File: src/rtl/cla_addsub_pkg.sv
// Shared types and constants for the nibble-serial CLA add/sub sequencer.
package cla_addsub_pkg;

   localparam int NIBBLE_W = 4;

   typedef enum logic [1:0] {IDLE, RUN, DONE} seq_state_t;

   // Returns 0 for an unusable width so the top level can refuse to elaborate.
   function automatic int nibbles(input int width);
      return ((width % NIBBLE_W) == 0 && width >= NIBBLE_W) ? (width / NIBBLE_W) : 0;
   endfunction

endpackage

File: src/rtl/cla_addsub_sequencer_if.sv
// Operand/result handshake bundle for cla_addsub_sequencer.
// Carries ovf_o only when SIGNED_OVF_EN is defined.
interface cla_addsub_sequencer_if #(parameter int WIDTH = 16);

   logic             in_valid;
   logic             in_ready;
   logic [WIDTH-1:0] a_i;
   logic [WIDTH-1:0] b_i;
   logic             cin_i;
   logic             sub_i;
   logic             out_valid;
   logic             out_ready;
   logic [WIDTH-1:0] sum_o;
   logic             cout_o;
   logic             busy_o;
`ifdef SIGNED_OVF_EN
   logic             ovf_o;
`endif

   modport master (
      output in_valid, a_i, b_i, cin_i, sub_i, out_ready,
      input  in_ready, out_valid, sum_o, cout_o, busy_o
`ifdef SIGNED_OVF_EN
      , ovf_o
`endif
   );

   modport slave (
      input  in_valid, a_i, b_i, cin_i, sub_i, out_ready,
      output in_ready, out_valid, sum_o, cout_o, busy_o
`ifdef SIGNED_OVF_EN
      , ovf_o
`endif
   );

endinterface

File: src/rtl/cla_nibble_slice.sv
// Combinational 4-bit carry-lookahead adder slice; b arrives pre-inverted for subtract.
module cla_nibble_slice
   import cla_addsub_pkg::*;
(
   input  logic [NIBBLE_W-1:0] a,
   input  logic [NIBBLE_W-1:0] b,
   input  logic                ci,
   output logic [NIBBLE_W-1:0] s,
   output logic                co,
   output logic                c3
);

   logic [NIBBLE_W-1:0] g;
   logic [NIBBLE_W-1:0] p;
   logic                c1;
   logic                c2;

   assign g = a & b;
   assign p = a ^ b;

   // Every carry is flattened into generate/propagate terms so no ripple path exists.
   assign c1 = g[0] | (p[0] & ci);
   assign c2 = g[1] | (p[1] & g[0]) | (p[1] & p[0] & ci);
   assign c3 = g[2] | (p[2] & g[1]) | (p[2] & p[1] & g[0]) | (p[2] & p[1] & p[0] & ci);
   assign co = g[3] | (p[3] & g[2]) | (p[3] & p[2] & g[1]) | (p[3] & p[2] & p[1] & g[0])
             | (&p & ci);

   assign s = p ^ {c3, c2, c1, ci};

endmodule

File: src/rtl/cla_addsub_sequencer.sv
// Nibble-serial multi-precision add/subtract around one CLA slice, LSB nibble first.
// Optional two's-complement overflow flag ovf_o when SIGNED_OVF_EN is defined.
module cla_addsub_sequencer
   import cla_addsub_pkg::*;
#(
   parameter int WIDTH = 16
)
(
   input logic                   clk,
   input logic                   rst_n,
   cla_addsub_sequencer_if.slave bus
);

   localparam int NIBBLES = nibbles(WIDTH);
   localparam int IDX_W   = (NIBBLES > 1) ? $clog2(NIBBLES) : 1;
   localparam logic [IDX_W-1:0] LAST     = IDX_W'(NIBBLES - 1);
   localparam logic [WIDTH-1:0] NIB_MASK = WIDTH'(4'hF);

   if (NIBBLES == 0) begin : g_bad_width
      $error("cla_addsub_sequencer: WIDTH must be a multiple of 4 and at least 4");
   end

   seq_state_t       state;
   seq_state_t       state_n;
   logic [IDX_W-1:0] idx;
   logic [IDX_W+1:0] sh;
   logic [WIDTH-1:0] a_reg;
   logic [WIDTH-1:0] b_reg;
   logic [WIDTH-1:0] sum_reg;
   logic [WIDTH-1:0] a_sh;
   logic [WIDTH-1:0] b_sh;
   logic             sub_reg;
   logic             carry;
   logic             cout_reg;
   logic [3:0]       s_nib;
   logic             slice_co;
   logic             slice_c3;

   assign sh   = {idx, 2'b00};
   assign a_sh = a_reg >> sh;
   assign b_sh = b_reg >> sh;

   cla_nibble_slice u_slice (
      .a  (a_sh[NIBBLE_W-1:0]),
      .b  (b_sh[NIBBLE_W-1:0] ^ {NIBBLE_W{sub_reg}}),
      .ci (carry),
      .s  (s_nib),
      .co (slice_co),
      .c3 (slice_c3)
   );

   always_ff @(posedge clk or negedge rst_n) begin
      if (!rst_n) state <= IDLE;
      else        state <= state_n;
   end

   always_comb begin
      state_n       = state;
      bus.in_ready  = 1'b0;
      bus.out_valid = 1'b0;
      bus.busy_o    = 1'b0;
      unique case (state)
         IDLE: begin
            bus.in_ready = 1'b1;
            if (bus.in_valid) state_n = RUN;
         end
         RUN: begin
            bus.busy_o = 1'b1;
            if (idx == LAST) state_n = DONE;
         end
         DONE: begin
            bus.busy_o    = 1'b1;
            bus.out_valid = 1'b1;
            if (bus.out_ready) state_n = IDLE;
         end
         default: state_n = IDLE;
      endcase
   end

   // Subtract reuses the adder as A + ~B + 1, so the carry seeds to 1 regardless of cin_i.
   always_ff @(posedge clk or negedge rst_n) begin
      if (!rst_n) begin
         a_reg    <= '0;
         b_reg    <= '0;
         sub_reg  <= 1'b0;
         carry    <= 1'b0;
         idx      <= '0;
         sum_reg  <= '0;
         cout_reg <= 1'b0;
      end else if (state == IDLE && bus.in_valid) begin
         a_reg   <= bus.a_i;
         b_reg   <= bus.b_i;
         sub_reg <= bus.sub_i;
         carry   <= bus.sub_i | bus.cin_i;
         idx     <= '0;
      end else if (state == RUN) begin
         sum_reg <= (sum_reg & ~(NIB_MASK << sh)) | (WIDTH'(s_nib) << sh);
         carry   <= slice_co;
         if (idx == LAST) cout_reg <= slice_co;
         else             idx      <= idx + 1'b1;
      end
   end

   assign bus.sum_o  = sum_reg;
   assign bus.cout_o = cout_reg;

`ifdef SIGNED_OVF_EN
   logic ovf_reg;

   always_ff @(posedge clk or negedge rst_n) begin
      if (!rst_n)                             ovf_reg <= 1'b0;
      else if (state == RUN && idx == LAST)   ovf_reg <= slice_co ^ slice_c3;
   end

   assign bus.ovf_o = ovf_reg;
`else
   logic ovf_unused;
   assign ovf_unused = slice_c3;
`endif

endmodule
File: src/flat_wrapper.sv
// flat-port wrapper written by rule: the top's interface ports become plain ports
module cla_addsub_sequencer_flat import cla_addsub_pkg::*;
#(
   parameter int WIDTH = 16
)
  (clk, rst_n, bus_in_valid, bus_a_i, bus_b_i, bus_cin_i, bus_sub_i, bus_out_ready, bus_in_ready, bus_out_valid, bus_sum_o, bus_cout_o, bus_busy_o);
  cla_addsub_sequencer_if #(.WIDTH(WIDTH)) bus_i ();
  input logic clk;
  input logic rst_n;
  input wire logic [$bits(bus_i.in_valid)-1:0] bus_in_valid;
  input wire logic [$bits(bus_i.a_i)-1:0] bus_a_i;
  input wire logic [$bits(bus_i.b_i)-1:0] bus_b_i;
  input wire logic [$bits(bus_i.cin_i)-1:0] bus_cin_i;
  input wire logic [$bits(bus_i.sub_i)-1:0] bus_sub_i;
  input wire logic [$bits(bus_i.out_ready)-1:0] bus_out_ready;
  output wire logic [$bits(bus_i.in_ready)-1:0] bus_in_ready;
  output wire logic [$bits(bus_i.out_valid)-1:0] bus_out_valid;
  output wire logic [$bits(bus_i.sum_o)-1:0] bus_sum_o;
  output wire logic [$bits(bus_i.cout_o)-1:0] bus_cout_o;
  output wire logic [$bits(bus_i.busy_o)-1:0] bus_busy_o;
  assign bus_i.in_valid = bus_in_valid;
  assign bus_i.a_i = bus_a_i;
  assign bus_i.b_i = bus_b_i;
  assign bus_i.cin_i = bus_cin_i;
  assign bus_i.sub_i = bus_sub_i;
  assign bus_i.out_ready = bus_out_ready;
  assign bus_in_ready = bus_i.in_ready;
  assign bus_out_valid = bus_i.out_valid;
  assign bus_sum_o = bus_i.sum_o;
  assign bus_cout_o = bus_i.cout_o;
  assign bus_busy_o = bus_i.busy_o;
  cla_addsub_sequencer #(.WIDTH(WIDTH)) u_core (.clk(clk), .rst_n(rst_n), .bus(bus_i));
endmodule
File: config.mk
export PLATFORM = sky130hd
export DESIGN_NAME = cla_addsub_sequencer_flat
export DESIGN_NICKNAME = d
export VERILOG_FILES = /design/src/rtl/cla_addsub_pkg.sv /design/src/rtl/cla_addsub_sequencer_if.sv /design/src/rtl/cla_nibble_slice.sv /design/src/rtl/cla_addsub_sequencer.sv /design/src/flat_wrapper.sv
export SDC_FILE = /design/constraint.sdc
export NUM_CORES = 1
export LEC_CHECK = 0
export BUFFER_PORTS_ARGS = -buffer_cell sky130_fd_sc_hd__buf_4
export CORE_ASPECT_RATIO = 1.75
export CORE_MARGIN = 5
export CORE_UTILIZATION = 31
export CTS_BUF_LIST = sky130_fd_sc_hd__clkbuf_8
export DETAILED_ROUTE_END_ITERATION = 6
export PLACE_DENSITY = 0.6
export SLEW_MARGIN = 40
export SYNTH_ARGS = -nofsm -noshare
export SYNTH_HDL_FRONTEND = slang
export SYNTH_SLANG_ARGS = --single-unit
export TNS_END_PERCENT = 100
File: constraint.sdc
create_clock -name clk -period 3.2 [get_ports clk]
set_input_delay 0.48 -clock clk [delete_from_list [all_inputs] [get_ports clk]]
set_output_delay 0.48 -clock clk [all_outputs]
set_load 0.03 [all_outputs]
After elaboration in Yosys (flattened, before gate mapping)

Index checks and enable logic that the tools add are counted.

Flip-flop bits (word level): 55
Word-level logic and storage cells: 75
Output and inout port bits: 20
Input bits: 38

Shift operators: 4
Equality and inequality tests: 7
Bitwise gates (word level): 34
Multiplexer cells: 12
Reductions and logical operators: 9
Add/sub/neg operators: 1

Operator list:

| kind                                                                     | count |
|---|---|
| 16-bit by 4-bit right shift with 4-bit output                            | 2 |
| 16-bit AND                                                               | 1 |
| 16-bit NOT                                                               | 1 |
| 16-bit bitwise OR                                                        | 1 |
| 4-bit by 4-bit left shift with 16-bit output                             | 1 |
| 4-bit by 4-bit left shift with 16-bit output (first input constant)      | 1 |
| 1-bit AND                                                                | 15 |
| 2-bit two-way mux                                                        | 6 |
| 4-bit XOR                                                                | 3 |
| 1-bit bitwise OR                                                         | 11 |
| 2-bit inequality test (second input constant)                            | 3 |
| 2-bit one-hot mux with 3 select lines                                    | 1 |
| 3-bit AND reduction                                                      | 2 |
| 1-bit two-way mux                                                        | 5 |
| 4-bit AND                                                                | 1 |
| 2-bit equality test (second input constant)                              | 2 |
| 2-bit AND reduction                                                      | 2 |
| 4-bit AND reduction                                                      | 1 |
| 2-bit by 1-bit adder with 2-bit output (second input constant)           | 1 |
| 2-bit by 1-bit equality test with 1-bit output (second input constant)   | 1 |
| 2-bit zero test                                                          | 1 |
| 2-bit by 1-bit inequality test with 1-bit output (second input constant) | 1 |
| 2-bit nonzero test                                                       | 1 |
| 2-bit OR reduction                                                       | 1 |
| other kinds (2)                                                          | 2 |

Longest topological paths before layout

Gate-level depths: netlist of the first run.

Depth in word-level cells: 10
Mapped depth: 8
Mapped depth without buffers: 7

Hierarchy

From an unflattened synthesis of the first run, not the netlist that was laid out.

Cells, all modules: 177
Area, all modules: 2,597.5 sq um

By module, submodules not included:

| module               | cells an instance | times used | seq. area each (sq um) | area an instance (sq um) |
|---|---|---|---|---|
| cla_addsub_sequencer | 159               | 1          | 1,376.3                | 2,442.3 |
| cla_nibble_slice     | 18                | 1          | 0.0                    | 155.1 |

Worst setup path before layout of the first run

No wires, ideal clock.

Kind: reg2reg
Start point: register u_core.idx[0]
End point: register u_core.sum_reg[3] (netlist: u_core.bus.sum_o[3])
Cell stages (with the launch flop): 9
Setup slack: 889 ps
Setup time: 121 ps
Arrival: 2,190 ps
Path buffers: 1
Required time: 3,079 ps
Clock period less this slack: 2,311 ps
Cell sequence: dfrtp_1 -> buf_6 -> mux4_1 -> xor2_1 -> ha_1 -> a41oi_1 -> o21ai_1 -> xor2_1 -> a22o_1

Longest elaborated chain between the ends: 10
Elaborated cells on any way between the ends: 19
Those cells by class: shift: 4; bitwise: 15

Ends and longest elaborated chain:

| item                                                               | RTL line                                       | text |
|---|---|---|
| from (decl)                                                        | cla_addsub_sequencer.sv:25                     | `logic [IDX_W-1:0] idx;` |
| from (signal assigned)                                             | cla_addsub_sequencer.sv:100                    | `else idx <= idx + 1'b1;` |
| 16-bit by 4-bit right shift with 4-bit output                      | cla_addsub_sequencer.sv:41                     | `assign b_sh = b_reg >> sh;` |
| 4-bit XOR                                                          | cla_addsub_sequencer.sv:45                     | `.b (b_sh[NIBBLE_W-1:0] ^ {NIBBLE_W{sub_reg}}),` |
| 4-bit XOR / 4-bit AND (equally long branches)                      | cla_nibble_slice.sv:19, cla_nibble_slice.sv:18 |  |
| 1-bit AND                                                          | cla_nibble_slice.sv:24                         | `assign c3 = g[2] \| (p[2] & g[1]) \| (p[2] & p[1] & g[0]) \| (p[2] & p[1] & p[0] & ci);` |
| 1-bit bitwise OR / 1-bit AND (equally long branches) (2 in series) | cla_nibble_slice.sv:24                         |  |
| 1-bit bitwise OR                                                   | cla_nibble_slice.sv:24                         |  |
| 4-bit XOR                                                          | cla_nibble_slice.sv:28                         | `assign s = p ^ {c3, c2, c1, ci};` |
| 4-bit by 4-bit left shift with 16-bit output                       | cla_addsub_sequencer.sv:97                     | `sum_reg <= (sum_reg & ~(NIB_MASK << sh)) \| (WIDTH'(s_nib) << sh);` |
| 16-bit bitwise OR *                                                | cla_addsub_sequencer.sv:97                     |  |
| to (signal assigned)                                               | cla_addsub_sequencer.sv:97                     |  |
| to (decl)                                                          | cla_addsub_sequencer.sv:29                     | `logic [WIDTH-1:0] sum_reg;` |

Mark *: on every way between the ends. The rest lies on a longest branch, timed or not.
A chain may end at the register's enable or synchronous reset.

Final worst setup path of the first run

Ends and elaborated chain as after synthesis.

==> impl_metrics.json, run 1 <==
{
  "status": "completed",
  "path_class": "reg -> reg",
  "post_drt_wl_per_cell_um": 15.83,
  "seqPwrFrac_pct": 32.6,
  "muxShareOfSynthArea_pct": 21.65,
  "syn2layout_area_growth_pct": 22.94,
  "syn_area_per_cell_sq_um": 13.35,
  "min_period_ps": 2727,
  "synth_xor_area_share_pct": 2.677,
  "powerDensity_mw_per_mm2": 1211,
  "final_cell_mix": "59 x buf_4, 55 x dfrtp_1, 34 x mux2_2, 14 x nand2_1, 12 x ha_1",
  "ys_ff_latch": 55,
  "die_area_sq_mm": 0.01045,
  "hold_class": "in -> async",
  "p_int_w": 0.002233,
  "grt_use_total_pct": 11.55,
  "core_sq_mm": 0.008258,
  "syn_area_sq_mm": 0.002618,
  "drv_cap": 0,
  "yosys_most_used_dff": "dfrtp_1",
  "max_slew.worst_pin.slew_ps": 815.3,
  "synth_area_leaders": "dfrtp_1 53%, mux2_2 15%, mux4_2 6.0%",
  "finalWirelength_um": 5477,
  "fin_crit_sh_pct": 85.21,
  "met1_length_um": 1942,
  "cts_resized": 0,
  "synth_top_area_share_pct": 52.58,
  "finalHoldViolations": 0,
  "synthDistinctLibCells": 26,
  "synth_top_family_by_area": "multiplexers",
  "slew_headroom_pct": 45.45,
  "io_buffers": 57,
  "synthArstFlopShare_pct": 100.0,
  "final_cell_area_sq_mm": 0.003218,
  "clk_latency_ps": 310,
  "layout_commonest_cell": "buf_4",
  "die_y_um": 131.6,
  "drive_gt1_share_pct": 43.31,
  "synth_fp_nets": 247,
  "arrival_ps": 2980,
  "cts_buffers": 5,
  "setup-violations-final": 0,
  "route.met3.wl_um": 243,
  "p_leak_nw": 1.514,
  "yosys_warnings": 0,
  "vdd_drop_max_v": 0.0005729,
  "drt_iter0_drc": 68,
  "cts_tree": "done",
  "cts_sinks": 55,
  "num_rows": 44,
  "cp-end-kind": "register",
  "gr-total-overflow": 0,
  "antenna_found_initial": 0,
  "maxSlewViolCount": 0,
  "dpl.cell_count": 338,
  "route.detailed.drc": 0,
  "p_comb_share_pct": 56.9,
  "fin_nets": 304,
  "grt_max_degree": 56,
  "ys_seq_area_share_pct": 52.58,
  "start_kind": "register",
  "top_layer": "met4",
  "post_cts_buffers": 0,
  "synthAdderAreaFrac_pct": 6.501,
  "cts_hold_buf": 0,
  "yosys.area.top_type": "dfrtp_1",
  "critPathRequiredTime_ps": 3460,
  "cts_htree_levels": 2,
  "clk_pin_slew_ps": 90,
  "io_pins": 58,
  "ant_nets": 0,
  "pwr-share-clk_pct": 10.5,
  "synth_compound_area_share_pct": 8.174,
  "switchingPower_w": 0.001663,
  "synth-edff-count": 0,
  "via_per_inst": 4.919,
  "swShare_pct": 42.68,
  "place_area_sq_mm": 0.003118,
  "fmax_ghz": 0.3668,
  "hpwlAfterDp_um": 4307,
  "syn_inst": 196,
  "finalNonFillerCells": 346,
  "num_vias": 1702,
  "cts_root_buffer": "clkbuf_8",
  "start_util_pct": 31.70,
  "grt_pass1_vias": 1877,
  "antenna_cells": 0,
  "crit_fanout": 11,
  "wl_met2_um": 3123,
  "dr.pass1.iters": 4,
  "synth-simple-area-share_pct": 4.780,
  "setup_tns_ps": 0,
  "skew_ps": 7.324,
  "rsz0062_at_grt": "no",
  "fp.dieW_um": 79.46,
  "grt_pass1_wl_um": 9218,
  "gp_congestion": 0.7341,
  "clock_path_buffers": 2
}
-- layout make-up --
type                    instances  area, sq um
repair buffers                 59        442.9
clock buffers                   7        96.34
multi-input cells             122         1146
inverters                      10        37.54
well taps                      92        115.1
flip-flops and latches         55         1376
fillers                       817         5040
clock inverters                 1        3.754
-- per-layer routing --
layer | track usage, % | vias to the layer above
li1 | - | 812
met1 | 12.12 | 846
met2 | 20.51 | 36
met3 | 2.671 | 8
met4 | 6.501 | 0
met5 | 0 | -
-- synthesized netlist by cell type, types with 4 or more instances --
master and n:
xor2_1 6, inv_1 10, a22o_1 8, and3_1 4, mux4_2 7, mux2_2 34
dfrtp_1 55, ha_1 12, nand2_1 14, nand3_1 4, buf_2 7, a21oi_1 8
o21ai_0 9
-- critical path: stages (launching register included) --
cell	delay (ps)
dfrtp_1	690
mux4_2	580
xor2_1	250
ha_1	300
a41oi_1	210
o21ai_1	120
xor2_1	310
a22o_1	200
-- power by group through the flow --
| stage | clock [W] | combinational, W | sequential, W |
|---|---|---|---|
| floorplan | 0 | 0.00151 | 0.00137 |
| global placement | 0 | 0.00220 | 0.00129 |
| detailed placement | 0 | 0.00225 | 0.00130 |
| CTS | 0.000431 | 0.00225 | 0.00128 |
| global route | 0.000456 | 0.00244 | 0.00132 |
| finish | 0.000409 | 0.00222 | 0.00127 |
-- cell families (layout without fill, tap and decap cells) --
group / after synthesis / count (layout)
compound gates: 33 / 33
xor+xnor: 8 / 8
fa+ha+maj: 13 / 13
buf+inv: 19 / 77
flops: 55 / 55
mux: 42 / 42
simple gates: 26 / 26
-- stage by stage --
stage | utilization [%] | total power, W | setup slack, ps | hold WS [ps]
after floorplan | - | 0.002882 | 888.8 | 184.4
after global placement | 37.76 | 0.003486 | 525.4 | 474.6
after detailed placement | 37.76 | 0.003552 | 426.8 | 480.1
after CTS | 38.97 | 0.003968 | 402.7 | 221.6
after global routing | 38.97 | 0.004217 | 251.2 | 259.5
final | 38.97 | 0.003896 | 473.4 | 201.7
-- worst paths after layout --
check                                                 from                              end  slack, ps  depth (start not counted)
hold reg to reg            u_core.bus.sum_o[0]$_DFFE_PN0P_  u_core.bus.sum_o[0]$_DFFE_PN0P_        490                          2
setup / recovery                 u_core.idx[0]$_DFFE_PN0P_  u_core.bus.sum_o[3]$_DFFE_PN0P_        470                          7
setup reg to reg                 u_core.idx[0]$_DFFE_PN0P_  u_core.bus.sum_o[3]$_DFFE_PN0P_        470                          7
min in group clk                              bus_in_valid        u_core.idx[1]$_DFFE_PN0P_        390                          2
max in group asynchronous                            rst_n      u_core.state[1]$_DFFE_PN0P_       2540                          1
hold / removal                                       rst_n     u_core.a_reg[13]$_DFFE_PN0P_        200                          1
(Power assumes the default switching activity.)
==> run 2: changes to the inputs <==
--- a/config.mk
+++ b/config.mk
@@ -8,10 +8,10 @@
 export BUFFER_PORTS_ARGS = -buffer_cell sky130_fd_sc_hd__buf_4
 export CORE_ASPECT_RATIO = 1.75
 export CORE_MARGIN = 5
-export CORE_UTILIZATION = 31
+export CORE_UTILIZATION = 29
 export CTS_BUF_LIST = sky130_fd_sc_hd__clkbuf_8
 export DETAILED_ROUTE_END_ITERATION = 6
-export PLACE_DENSITY = 0.6
+export PLACE_DENSITY = 0.57
 export SLEW_MARGIN = 40
 export SYNTH_ARGS = -nofsm -noshare
 export SYNTH_HDL_FRONTEND = slang
==> impl_metrics.json, run 2 (same netlist as run 1, synthesis figures left out) <==
{
  "status": "completed",
  "cts_hold_buf": 0,
  "antenna_found_initial": 0,
  "grt_pass1_wl_um": 9108,
  "vdd_drop_max_v": 0.0004486,
  "die_area_sq_mm": 0.01110,
  "via_per_inst": 4.519,
  "drv_cap": 0,
  "hold_class": "in -> async",
  "slew_headroom_pct": 45.84,
  "dr.pass1.iters": 4,
  "die_y_um": 135.7,
  "io_buffers": 57,
  "start_kind": "register",
  "cts_root_buffer": "clkbuf_8",
  "rsz0062_at_grt": "no",
  "maxSlewViolCount": 0,
  "crit_fanout": 10,
  "cts_htree_levels": 2,
  "hpwlAfterDp_um": 4389,
  "r2r_setup_slack_ps": 470,
  "fin_crit_sh_pct": 85.33,
  "grt_max_degree": 56,
  "grt_pass1_vias": 1816,
  "route.detailed.drc": 0,
  "antenna_cells": 0,
  "gr-total-overflow": 0,
  "drt_iter0_drc": 54,
  "critPathRequiredTime_ps": 3450,
  "start_util_pct": 29.34,
  "min_period_ps": 2730,
  "grt_use_total_pct": 10.96,
  "post_cts_buffers": 0,
  "fin_nets": 304,
  "powerDensity_mw_per_mm2": 1196,
  "layout_commonest_cell": "buf_4",
  "num-fill-cells": 910,
  "fp.dieW_um": 81.82,
  "fmax_ghz": 0.3662,
  "clk_latency_ps": 300,
  "core_sq_mm": 0.008921,
  "ant_nets": 0,
  "setup_tns_ps": 0,
  "place_area_sq_mm": 0.003153,
  "place_ws_ps": 457.1,
  "p_leak_nw": 1.500,
  "cp-end-kind": "register",
  "finalWirelength_um": 5579,
  "layout_setup_ws_ps": 469.6,
  "cts_buffers": 5,
  "io_pins": 58,
  "clk_pin_slew_ps": 90,
  "num_vias": 1681,
  "setup-violations-final": 0,
  "gp_congestion": 0.7267,
  "drive_gt1_share_pct": 42.86,
  "arrival_ps": 2980,
  "max_slew.worst_pin.slew_ps": 809.6,
  "final_cell_mix": "59 x buf_4, 55 x dfrtp_1, 34 x mux2_2, 14 x nand2_1, 12 x ha_1",
  "num_rows": 46,
  "path_class": "reg -> reg",
  "cts_resized": 0,
  "post_drt_wl_per_cell_um": 15.00,
  "skew_ps": 4.282,
  "clock_path_buffers": 2,
  "final_cell_area_sq_mm": 0.003226,
  "cts_sinks": 55,
  "syn2layout_area_growth_pct": 23.23,
  "cts_tree": "done",
  "finalHoldViolations": 0
}
## run 2: changes by cell type in the layout (fill, tap and decap cells not counted)
cell / before / now
clkbuf_8: 7 / 5
## run 2: layer usage
| layer | up-vias | routed length (um) | track usage (%) |
|---|---|---|---|
| met5 | - | 0 | 0 |
| met4 | 0 | 96 | 4.159 |
| met3 | 5 | 314 | 2.929 |
| met2 | 37 | 3169 | 19.71 |
| met1 | 829 | 1998 | 11.88 |
| li1 | 810 | - | - |
## run 2: through the flow
stage	cells	hold WS [ps]	util [%]	power [W]
after global placement	366	477.2	35.34	0.003504
final	372	214.8	36.16	0.003857
after floorplan	196	184.4	-	0.002882
after global routing	372	269.4	36.16	0.004180
after CTS	372	235.6	36.16	0.003947
after detailed placement	366	480.4	35.34	0.003586
## run 2: where the power goes
group | internal, W | switching (W)
registers | 0.00104 | 0.000231
clock network | 0.000143 | 0.000203
logic | 0.00101 | 0.00124
total | 0.00219 | 0.00167
## run 2: final timing paths
path                                                        from                               end  depth (start not counted)
worst max-delay path                   u_core.idx[0]$_DFFE_PN0P_   u_core.bus.sum_o[7]$_DFFE_PN0P_                          7
worst min-delay path                                       rst_n      u_core.a_reg[11]$_DFFE_PN0P_                          1
worst max register to register         u_core.idx[0]$_DFFE_PN0P_   u_core.bus.sum_o[7]$_DFFE_PN0P_                          7
worst min register to register  u_core.bus.sum_o[12]$_DFFE_PN0P_  u_core.bus.sum_o[12]$_DFFE_PN0P_                          2
max in group asynchronous                                  rst_n       u_core.b_reg[8]$_DFFE_PN0P_                          1
min in group clk                                    bus_in_valid         u_core.idx[1]$_DFFE_PN0P_                          2
## run 2: worst max-delay path, cell delays in order (launching register included)
cell	delay, ps
dfrtp_1	670
mux4_1	640
xor2_1	160
ha_1	340
a41oi_1	210
o21ai_1	120
xor2_1	330
a22o_1	210
## run 2: area by class of cell
cell class / instances / area, sq um / share of cell area (%)
clock buffers: 5 / 68.82 / 2.133
flip-flops and latches: 55 / 1376 / 42.67
clock inverters: 1 / 3.754 / 0.1164
inverters: 10 / 37.54 / 1.164
repair buffers: 59 / 442.9 / 13.73
well taps: 120 / 150.1 / 4.655
multi-input cells: 122 / 1146 / 35.53
==> run 3: changes to the inputs <==
--- a/config.mk
+++ b/config.mk
@@ -6,7 +6,6 @@
 export NUM_CORES = 1
 export LEC_CHECK = 0
 export BUFFER_PORTS_ARGS = -buffer_cell sky130_fd_sc_hd__buf_4
-export CORE_ASPECT_RATIO = 1.75
 export CORE_MARGIN = 5
 export CORE_UTILIZATION = 29
 export CTS_BUF_LIST = sky130_fd_sc_hd__clkbuf_8
==> impl_metrics.json, run 3 (same netlist as run 1, synthesis figures left out) <==
{
  "status": "completed",
  "num-fill-cells": 850,
  "antenna_found_initial": 0,
  "cts_sinks": 55,
  "num_rows": 34,
  "r2r_setup_slack_ps": 620,
  "dr.pass1.iters": 4,
  "core_sq_mm": 0.008763,
  "hold_class": "in -> async",
  "cts_root_buffer": "clkbuf_8",
  "cts_tree": "done",
  "setup_tns_ps": 0,
  "start_kind": "register",
  "skew_ps": 13.97,
  "vdd_drop_max_v": 0.0004883,
  "maxSlewViolCount": 0,
  "layout_setup_ws_ps": 618.9,
  "layout_commonest_cell": "buf_4",
  "grt_use_total_pct": 10.48,
  "grt_pass1_vias": 1850,
  "fin_nets": 304,
  "clk_latency_ps": 310,
  "rsz0062_at_grt": "no",
  "antenna_cells": 0,
  "post_drt_wl_per_cell_um": 15.29,
  "grt_pass1_wl_um": 9418,
  "cp-startpoint": "u_core.idx[0]$_DFFE_PN0P_",
  "die_y_um": 105.0,
  "num_vias": 1683,
  "drive_gt1_share_pct": 43.70,
  "io_buffers": 57,
  "path_class": "reg -> reg",
  "place_ws_ps": 592.0,
  "arrival_ps": 2840,
  "ant_nets": 0,
  "setup-violations-final": 0,
  "route.detailed.drc": 0,
  "fmax_ghz": 0.3874,
  "min_period_ps": 2581,
  "worstReg2RegEnd": "u_core.bus.sum_o[7]$_DFFE_PN0P_",
  "post-route-util_pct": 36.94,
  "fin_crit_sh_pct": 80.66,
  "p_leak_nw": 1.508,
  "syn2layout_area_growth_pct": 23.66,
  "finalHoldViolations": 0,
  "hpwlAfterDp_um": 4195,
  "start_util_pct": 29.87,
  "via_per_inst": 4.649,
  "finalWirelength_um": 5535,
  "post_cts_buffers": 0,
  "gp_congestion": 0.7403,
  "io_pins": 58,
  "grt_max_degree": 56,
  "cts_hold_buf": 0,
  "final_cell_mix": "59 x buf_4, 55 x dfrtp_1, 34 x mux2_2, 14 x nand2_1, 12 x ha_1",
  "cts_htree_levels": 2,
  "drv_cap": 0,
  "drt_iter0_drc": 83,
  "cts_resized": 0,
  "clk_pin_slew_ps": 110,
  "gr-total-overflow": 0,
  "crit_fanout": 12,
  "rr_worst_depth": 7,
  "cp-end-kind": "register",
  "critPathRequiredTime_ps": 3460,
  "powerDensity_mw_per_mm2": 1204,
  "die_area_sq_mm": 0.01103,
  "endpoint": "u_core.bus.sum_o[7]$_DFFE_PN0P_",
  "fp.dieW_um": 105.0,
  "slew_headroom_pct": 53.64,
  "clock_path_buffers": 2,
  "cts_buffers": 5,
  "worstReg2RegStart": "u_core.idx[0]$_DFFE_PN0P_",
  "max_slew.worst_pin.slew_ps": 695.4
}
-- run 3: per-layer routing --
metal	GRT usage (%)	share of wire, %	vias up
met2	16.46	48	36
met3	2.651	4.4	7
met4	2.374	1.3	0
met5	0	0	-
met1	14.61	47	828
li1	-	-	812
-- run 3: stage by stage --
stage               hold slack [ps]  instance area (sq um)  total power (W)  std cells
floorplan                     184.4                   2618         0.002882        196
global placement              465.8                   3138         0.003536        354
detailed placement            475.8                   3138         0.003555        354
CTS                           224.5                   3232         0.003961        362
global route                  246.5                   3237         0.004253        362
finish                        198.4                   3237         0.003897        362
-- run 3: layout make-up --
class	instances	area (sq um)	area share (%)
Clock buffer	5	68.82	2.126
Clock inverter	3	25.02	0.7731
Multi-Input combinational cell	122	1151	35.56
Tap cell	108	135.1	4.175
Inverter	10	37.54	1.160
Timing Repair Buffer	59	442.9	13.68
Sequential cell	55	1376	42.52
-- run 3: power by group --
part | switching, W | internal [W]
registers | 0.000212 | 0.00104
clock network | 0.000238 | 0.000157
logic | 0.00125 | 0.000998
-- run 3: how the worst min path moves through the flow --
stage / startpoint / end / slack, ps / cells past startpoint
final: rst_n / u_core.bus.sum_o[0]$_DFFE_PN0P_ / 200 / 1
after global routing: rst_n / u_core.bus.sum_o[0]$_DFFE_PN0P_ / 250 / 1
after CTS: rst_n / u_core.bus.sum_o[0]$_DFFE_PN0P_ / 220 / 1
after detailed placement: u_core.bus.sum_o[0]$_DFFE_PN0P_ / u_core.bus.sum_o[0]$_DFFE_PN0P_ / 480 / 2
after global placement: u_core.bus.sum_o[9]$_DFFE_PN0P_ / u_core.bus.sum_o[9]$_DFFE_PN0P_ / 470 / 2
after floorplan: rst_n / u_core.a_reg[0]$_DFFE_PN0P_ / 180 / 0
-- run 3: worst max-delay path, cell delays in order (launching register included) --
cell and delay [ps]:
dfrtp_1 500, buf_4 270, mux4_2 570, ha_1 340
a41oi_1 210, o21ai_1 120, xor2_1 330, a22o_1 210
